**src/rtl/map_dda_tracer_if.sv**
```systemverilog
// Ray-tracer bundle: ray setup inputs, map ROM address/flag, and hit results.
// master = ray setup / ROM / renderer side, slave = the tracer.
interface map_dda_tracer_if #(
    parameter int MAP_WIDTH_BITS  = 4,
    parameter int MAP_HEIGHT_BITS = 4,
    parameter int DIST_BITS       = 16
);
    logic                       start;
    logic [MAP_WIDTH_BITS-1:0]  start_col;
    logic [MAP_HEIGHT_BITS-1:0] start_row;
    logic                       step_x_neg;
    logic                       step_y_neg;
    logic [DIST_BITS-1:0]       side_dist_x;
    logic [DIST_BITS-1:0]       side_dist_y;
    logic [DIST_BITS-1:0]       delta_x;
    logic [DIST_BITS-1:0]       delta_y;
    logic [MAP_WIDTH_BITS-1:0]  map_col;
    logic [MAP_HEIGHT_BITS-1:0] map_row;
    logic                       map_val;
    logic                       busy;
    logic                       done;
    logic                       timeout;
    logic                       hit_side;
    logic [MAP_WIDTH_BITS-1:0]  hit_col;
    logic [MAP_HEIGHT_BITS-1:0] hit_row;
    logic [DIST_BITS-1:0]       hit_dist;

    modport master (
        output start, start_col, start_row, step_x_neg, step_y_neg,
        output side_dist_x, side_dist_y, delta_x, delta_y, map_val,
        input  map_col, map_row, busy, done, timeout,
        input  hit_side, hit_col, hit_row, hit_dist
    );

    modport slave (
        input  start, start_col, start_row, step_x_neg, step_y_neg,
        input  side_dist_x, side_dist_y, delta_x, delta_y, map_val,
        output map_col, map_row, busy, done, timeout,
        output hit_side, hit_col, hit_row, hit_dist
    );
endinterface

```
**src/rtl/map_dda_tracer.sv**
```systemverilog
// DDA grid walker: one cell per clock until the map ROM reports a wall
// or the step limit expires, then reports hit cell, side and distance.
module map_dda_tracer #(
    parameter int MAP_WIDTH_BITS  = 4,
    parameter int MAP_HEIGHT_BITS = 4,
    parameter int DIST_BITS       = 16,
    parameter int MAX_STEPS       = 32
) (
    input logic             clk,
    input logic             reset,
    map_dda_tracer_if.slave bus
);
    localparam int CW = MAP_WIDTH_BITS;
    localparam int RW = MAP_HEIGHT_BITS;
    localparam int DW = DIST_BITS;

    localparam logic [1:0] S_IDLE  = 2'd0;
    localparam logic [1:0] S_TRACE = 2'd1;
    localparam logic [1:0] S_DONE  = 2'd2;

    localparam logic [CW-1:0] COL_ONE = CW'(1);
    localparam logic [RW-1:0] ROW_ONE = RW'(1);
    localparam logic [7:0]    CNT_MAX = 8'(MAX_STEPS);

    logic [1:0]    state_q, state_d;
    logic [CW-1:0] col_q, col_d;
    logic [RW-1:0] row_q, row_d;
    logic          xneg_q, xneg_d;
    logic          yneg_q, yneg_d;
    logic [DW-1:0] sdx_q, sdx_d;
    logic [DW-1:0] sdy_q, sdy_d;
    logic [DW-1:0] dx_q, dx_d;
    logic [DW-1:0] dy_q, dy_d;
    logic [7:0]    cnt_q, cnt_d;
    logic          lside_q, lside_d;
    logic [DW-1:0] ldist_q, ldist_d;
    logic          tout_q, tout_d;
    logic          hside_q, hside_d;
    logic [CW-1:0] hcol_q, hcol_d;
    logic [RW-1:0] hrow_q, hrow_d;
    logic [DW-1:0] hdist_q, hdist_d;

    // Side distances clamp at all-ones so a far wall never looks near.
    function automatic logic [DW-1:0] sat_add(
        input logic [DW-1:0] a,
        input logic [DW-1:0] b
    );
        logic [DW:0] s;
        s = {1'b0, a} + {1'b0, b};
        return s[DW] ? {DW{1'b1}} : s[DW-1:0];
    endfunction

    always_comb begin
        state_d = state_q;
        col_d   = col_q;
        row_d   = row_q;
        xneg_d  = xneg_q;
        yneg_d  = yneg_q;
        sdx_d   = sdx_q;
        sdy_d   = sdy_q;
        dx_d    = dx_q;
        dy_d    = dy_q;
        cnt_d   = cnt_q;
        lside_d = lside_q;
        ldist_d = ldist_q;
        tout_d  = tout_q;
        hside_d = hside_q;
        hcol_d  = hcol_q;
        hrow_d  = hrow_q;
        hdist_d = hdist_q;
        case (state_q)
            S_IDLE: begin
                if (bus.start) begin
                    col_d   = bus.start_col;
                    row_d   = bus.start_row;
                    xneg_d  = bus.step_x_neg;
                    yneg_d  = bus.step_y_neg;
                    sdx_d   = bus.side_dist_x;
                    sdy_d   = bus.side_dist_y;
                    dx_d    = bus.delta_x;
                    dy_d    = bus.delta_y;
                    cnt_d   = 8'd0;
                    state_d = S_TRACE;
                end
            end
            S_TRACE: begin
                if ((cnt_q != 8'd0 && bus.map_val) || cnt_q == CNT_MAX) begin
                    tout_d  = !(cnt_q != 8'd0 && bus.map_val);
                    hside_d = lside_q;
                    hcol_d  = col_q;
                    hrow_d  = row_q;
                    hdist_d = ldist_q;
                    state_d = S_DONE;
                end else begin
                    if (sdx_q < sdy_q) begin
                        col_d   = xneg_q ? col_q - COL_ONE : col_q + COL_ONE;
                        lside_d = 1'b0;
                        ldist_d = sdx_q;
                        sdx_d   = sat_add(sdx_q, dx_q);
                    end else begin
                        row_d   = yneg_q ? row_q - ROW_ONE : row_q + ROW_ONE;
                        lside_d = 1'b1;
                        ldist_d = sdy_q;
                        sdy_d   = sat_add(sdy_q, dy_q);
                    end
                    cnt_d = cnt_q + 8'd1;
                end
            end
            S_DONE:  state_d = S_IDLE;
            default: state_d = S_IDLE;
        endcase
    end

    always_ff @(posedge clk) begin
        if (reset) begin
            state_q <= S_IDLE;
            col_q   <= '0;
            row_q   <= '0;
            xneg_q  <= 1'b0;
            yneg_q  <= 1'b0;
            sdx_q   <= '0;
            sdy_q   <= '0;
            dx_q    <= '0;
            dy_q    <= '0;
            cnt_q   <= 8'd0;
            lside_q <= 1'b0;
            ldist_q <= '0;
            tout_q  <= 1'b0;
            hside_q <= 1'b0;
            hcol_q  <= '0;
            hrow_q  <= '0;
            hdist_q <= '0;
        end else begin
            state_q <= state_d;
            col_q   <= col_d;
            row_q   <= row_d;
            xneg_q  <= xneg_d;
            yneg_q  <= yneg_d;
            sdx_q   <= sdx_d;
            sdy_q   <= sdy_d;
            dx_q    <= dx_d;
            dy_q    <= dy_d;
            cnt_q   <= cnt_d;
            lside_q <= lside_d;
            ldist_q <= ldist_d;
            tout_q  <= tout_d;
            hside_q <= hside_d;
            hcol_q  <= hcol_d;
            hrow_q  <= hrow_d;
            hdist_q <= hdist_d;
        end
    end

    assign bus.map_col  = col_q;
    assign bus.map_row  = row_q;
    assign bus.busy     = (state_q == S_TRACE) || (state_q == S_DONE);
    assign bus.done     = (state_q == S_DONE);
    assign bus.timeout  = tout_q;
    assign bus.hit_side = hside_q;
    assign bus.hit_col  = hcol_q;
    assign bus.hit_row  = hrow_q;
    assign bus.hit_dist = hdist_q;
endmodule

```
**src/flat_wrapper.sv**
```systemverilog
// flat-port wrapper written by rule: the top's interface ports become plain ports
module map_dda_tracer_flat 
#(
    parameter int MAP_WIDTH_BITS  = 4,
    parameter int MAP_HEIGHT_BITS = 4,
    parameter int DIST_BITS       = 16,
    parameter int MAX_STEPS       = 32
)
  (clk, reset, bus_start, bus_start_col, bus_start_row, bus_step_x_neg, bus_step_y_neg, bus_side_dist_x, bus_side_dist_y, bus_delta_x, bus_delta_y, bus_map_val, bus_map_col, bus_map_row, bus_busy, bus_done, bus_timeout, bus_hit_side, bus_hit_col, bus_hit_row, bus_hit_dist);
  map_dda_tracer_if #(.MAP_WIDTH_BITS(MAP_WIDTH_BITS), .MAP_HEIGHT_BITS(MAP_HEIGHT_BITS), .DIST_BITS(DIST_BITS)) bus_i ();
  input logic clk;
  input logic reset;
  input wire logic [$bits(bus_i.start)-1:0] bus_start;
  input wire logic [$bits(bus_i.start_col)-1:0] bus_start_col;
  input wire logic [$bits(bus_i.start_row)-1:0] bus_start_row;
  input wire logic [$bits(bus_i.step_x_neg)-1:0] bus_step_x_neg;
  input wire logic [$bits(bus_i.step_y_neg)-1:0] bus_step_y_neg;
  input wire logic [$bits(bus_i.side_dist_x)-1:0] bus_side_dist_x;
  input wire logic [$bits(bus_i.side_dist_y)-1:0] bus_side_dist_y;
  input wire logic [$bits(bus_i.delta_x)-1:0] bus_delta_x;
  input wire logic [$bits(bus_i.delta_y)-1:0] bus_delta_y;
  input wire logic [$bits(bus_i.map_val)-1:0] bus_map_val;
  output wire logic [$bits(bus_i.map_col)-1:0] bus_map_col;
  output wire logic [$bits(bus_i.map_row)-1:0] bus_map_row;
  output wire logic [$bits(bus_i.busy)-1:0] bus_busy;
  output wire logic [$bits(bus_i.done)-1:0] bus_done;
  output wire logic [$bits(bus_i.timeout)-1:0] bus_timeout;
  output wire logic [$bits(bus_i.hit_side)-1:0] bus_hit_side;
  output wire logic [$bits(bus_i.hit_col)-1:0] bus_hit_col;
  output wire logic [$bits(bus_i.hit_row)-1:0] bus_hit_row;
  output wire logic [$bits(bus_i.hit_dist)-1:0] bus_hit_dist;
  assign bus_i.start = bus_start;
  assign bus_i.start_col = bus_start_col;
  assign bus_i.start_row = bus_start_row;
  assign bus_i.step_x_neg = bus_step_x_neg;
  assign bus_i.step_y_neg = bus_step_y_neg;
  assign bus_i.side_dist_x = bus_side_dist_x;
  assign bus_i.side_dist_y = bus_side_dist_y;
  assign bus_i.delta_x = bus_delta_x;
  assign bus_i.delta_y = bus_delta_y;
  assign bus_i.map_val = bus_map_val;
  assign bus_map_col = bus_i.map_col;
  assign bus_map_row = bus_i.map_row;
  assign bus_busy = bus_i.busy;
  assign bus_done = bus_i.done;
  assign bus_timeout = bus_i.timeout;
  assign bus_hit_side = bus_i.hit_side;
  assign bus_hit_col = bus_i.hit_col;
  assign bus_hit_row = bus_i.hit_row;
  assign bus_hit_dist = bus_i.hit_dist;
  map_dda_tracer #(.MAP_WIDTH_BITS(MAP_WIDTH_BITS), .MAP_HEIGHT_BITS(MAP_HEIGHT_BITS), .DIST_BITS(DIST_BITS), .MAX_STEPS(MAX_STEPS)) u_core (.clk(clk), .reset(reset), .bus(bus_i));
endmodule
```
**config.mk**
```make
export PLATFORM = sky130hd
export DESIGN_NAME = map_dda_tracer_flat
export DESIGN_NICKNAME = d
export VERILOG_FILES = /design/src/rtl/map_dda_tracer_if.sv /design/src/rtl/map_dda_tracer.sv /design/src/flat_wrapper.sv
export SDC_FILE = /design/constraint.sdc
export NUM_CORES = 1
export LEC_CHECK = 0
export ABC_AREA = 1
export CORE_MARGIN = 8
export CORE_UTILIZATION = 30
export CTS_CLUSTER_SIZE = 10
export DETAILED_ROUTE_END_ITERATION = 10
export PLACE_DENSITY = 0.48
export SYNTH_ARGS = -nofsm -noshare
export SYNTH_HDL_FRONTEND = slang
export SYNTH_SLANG_ARGS = --single-unit
```
**constraint.sdc**
```tcl
create_clock -name clk -period 5.98 [get_ports clk]
set_input_delay 1.794 -clock clk [delete_from_list [all_inputs] [get_ports clk]]
set_output_delay 1.794 -clock clk [all_outputs]
set_load 0.02 [all_outputs]
```
==> flow_summary.toml <==
[logic_synthesis]
ys.flop_type = "dfxtp_1"
synth_seq_cells = 127
synth_top_area_share_pct = 30.95
synth_seq_area_share_pct = 30.95
netlist_area_um2 = 8214
syn_nets = 1452
synth-simple-area-share_pct = 38.10
synthCells = 1314
synthMuxAreaShare_pct = 0
synth_compound_area_share_pct = 8.819
synth_area_leaders = "dfxtp_1 (31%), nand2_1 (18%), nor2_1 (10%)"
synth_cell_types = 32
synth.most_common_cell = "nand2_1"
synth_edf_count = 0
syn_area_per_cell_um2 = 6.251
synthArstFlopShare_pct = 0
synthXorXnorAreaFrac_pct = 1.919
yosysTopAreaCell = "dfxtp_1"
synth_top_family_by_area = "simple AND/OR/NAND/NOR gates"
synth_fa_ha_area_share_pct = 9.505
ys_warn_count = 0
ys_top_cells_by_count = "nand2_1 (383), nor2_1 (224), inv_1 (170)"

[sta]
drv_slew = 0
setup_ws_ps = 1794
tns_ps = 0
skew_ps = 9.163
tightestPinTransition_ps = 927.3
max_freq_mhz = 238.9
rsz0062_at_grt = "false"
setup_viol = 0
max_slew_margin_pct = 38.11
hold_viol = 0
min_period_ps = 4186
period_share_pct = 70.00

[drt]
avgViaCountPerCell = 4.520
dr.max_layer_used = "met4"
met3_wirelength_um = 870
drc = 0
routed-via-count = 7960
initialDrtViolationCount = 514
wl_met1_um = 12490
drt_pass1_iterations = 6
routedWlPerCell_um = 14.75
wl_um = 25980
dr_wl_met2_um = 12330
antenna_left = 0

[floorplanning]
die_h_um = 181.5
die_w_um = 181.5
ios = 114
core-area_um2 = 26950
rows = 60
initial_core_util_pct = 30.48
dieArea_um2 = 32930

[clock_tree]
clockBufferDepth = 2
cts_root_buf = "clkbuf_16"
cts_made_buffers = 17
clk_pin_slew_worst_paths_ps = 70
clock_latency_ps = 430
cts.repair.resized = 0
cts.sinks = 127
htreeDepth = 4
postCtsHoldBufs = 0
cts_setup_buffers = 0
cts_tree = "built"

[finish]
finish.net_count = 1545
num_antenna_cells = 0
area_delta_synth_final_pct = 23.79
drive_gt1_share_pct = 4.296
utilization_pct = 37.73

[global_route]
grt_pass1_wl_um = 42500
gr-total-overflow = 0
grt_antenna_before_repair = 0
grt_pass1_vias = 8085
grt_max_degree = 53
grt_usage_pct = 16.06

[setup_path]
critical_path_class = "in -> reg"
path_max_fanout = 34
crit_required_ps = 6310
endpoint_kind = "register"
cp-start-kind = "input pin"
critPathArrivalTime_ps = 4510

[power]
ir_worst_vdd_mv = 0.1502
totalPowerFinal_mw = 3.444
power.density_nw_per_um2 = 338.7
p_leak_nw = 4.968

[placement]
dp_hpwl_um = 19850
io_buffers = 113
post-place-ws_ps = 1253
gp_congestion = 0.8550

[flow_run]
drv_cap = 0

[hold_path]
hold_path.class = "reg -> reg"

[status]
status = "complete, no violations"
## metal layers
layer	global-route usage [%]	vias to the layer above
li1	-	4284
met1	20.28	3527
met2	27.84	132
met3	2.854	17
met4	4.001	0
met5	0	-
## area by class of cell
class / count / area (µm²)
tap: 341 / 426.7
inverter: 176 / 660.6
sequential: 127 / 2542
clock inverter: 15 / 142.6
clock buffer: 17 / 425.4
timing repair buffer: 119 / 1176
fill: 2984 / 16780
multi-input combinational: 966 / 4795
## power by group
| part | internal, mW | switching [mW] |
|---|---|---|
| Clock | 0.552 | 0.473 |
| Sequential | 0.967 | 0.141 |
| Combinational | 0.492 | 0.818 |
| Total | 2.01 | 1.43 |
## critical path, stage by stage
cell             delay, ps
clkdlybuf4s50_1        490
nand2_1                420
clkinv_1               130
buf_4                  410
nand2_1                640
nand2_1                450
nand2_1                 90
inv_1                   60
nor2_1                  30
## path summary, 6_finish.rpt
check	from	endpoint	slack [ps]	depth (start not counted)
setup / recovery	bus_start	u_core.sdy_q[13]$_SDFFE_PP0P_	1790	9
setup reg to reg	u_core.state_q[1]$_SDFFE_PP0P_	u_core.sdx_q[5]$_SDFFE_PP0P_	2940	9
hold / removal	u_core.ldist_q[14]$_SDFFE_PP0P_	u_core.bus.hit_dist[14]$_SDFFE_PP0P_	450	2
hold reg to reg	u_core.ldist_q[14]$_SDFFE_PP0P_	u_core.bus.hit_dist[14]$_SDFFE_PP0P_	450	2
## per-stage QoR
step	area (µm²)	hold slack, ps	std cells
detailed placement	9600	455.3	1729
CTS	10170	454.4	1761
floorplan	8214	440.1	1314
finish	10170	454.4	1761
global placement	9600	452.6	1729
global route	10170	477.9	1761
## sequential cells by signal (all words and copies together), names as in the netlist, 2 cells and up
name and flops:
u_core.dx_q 16, u_core.sdy_q 16, u_core.ldist_q 16, u_core.cnt_q 8, u_core.bus.hit_col 4, u_core.bus.map_row 4
u_core.bus.map_col 4, u_core.sdx_q 16, u_core.bus.hit_dist 16, u_core.state_q 2, u_core.dy_q 16, u_core.bus.hit_row 4
## placed cells by master, fill, tap and decap left out, types with 5 or more instances in the layout
| cell | synthesis | layout |
|---|---|---|
| nand3b_1 | 16 | 16 |
| inv_6 | 0 | 6 |
| nand4_1 | 12 | 12 |
| xor2_1 | 10 | 10 |
| inv_1 | 170 | 170 |
| nand3_1 | 82 | 82 |
| a21oi_1 | 70 | 70 |
| dfxtp_1 | 127 | 127 |
| and2_1 | 10 | 10 |
| ha_1 | 56 | 55 |
| or2_2 | 7 | 7 |
| buf_4 | 2 | 6 |
| o21ai_0 | 51 | 51 |
| inv_2 | 4 | 5 |
| nand2_1 | 383 | 383 |
| nor3_1 | 5 | 5 |
| clkbuf_16 | 0 | 17 |
| nor2_1 | 224 | 224 |
| o21bai_1 | 11 | 11 |
| clkdlybuf4s50_1 | 0 | 113 |
| xnor2_1 | 8 | 8 |
## logic make-up after synthesis
group | after synthesis
XOR/XNOR | 18
AO/OA/AOI/OAI | 137
flip-flops | 127
AND/OR/NAND/NOR | 751
adder cells (fa/ha/maj) | 60
buffers and inverters | 221
(Power assumes the default switching activity.)
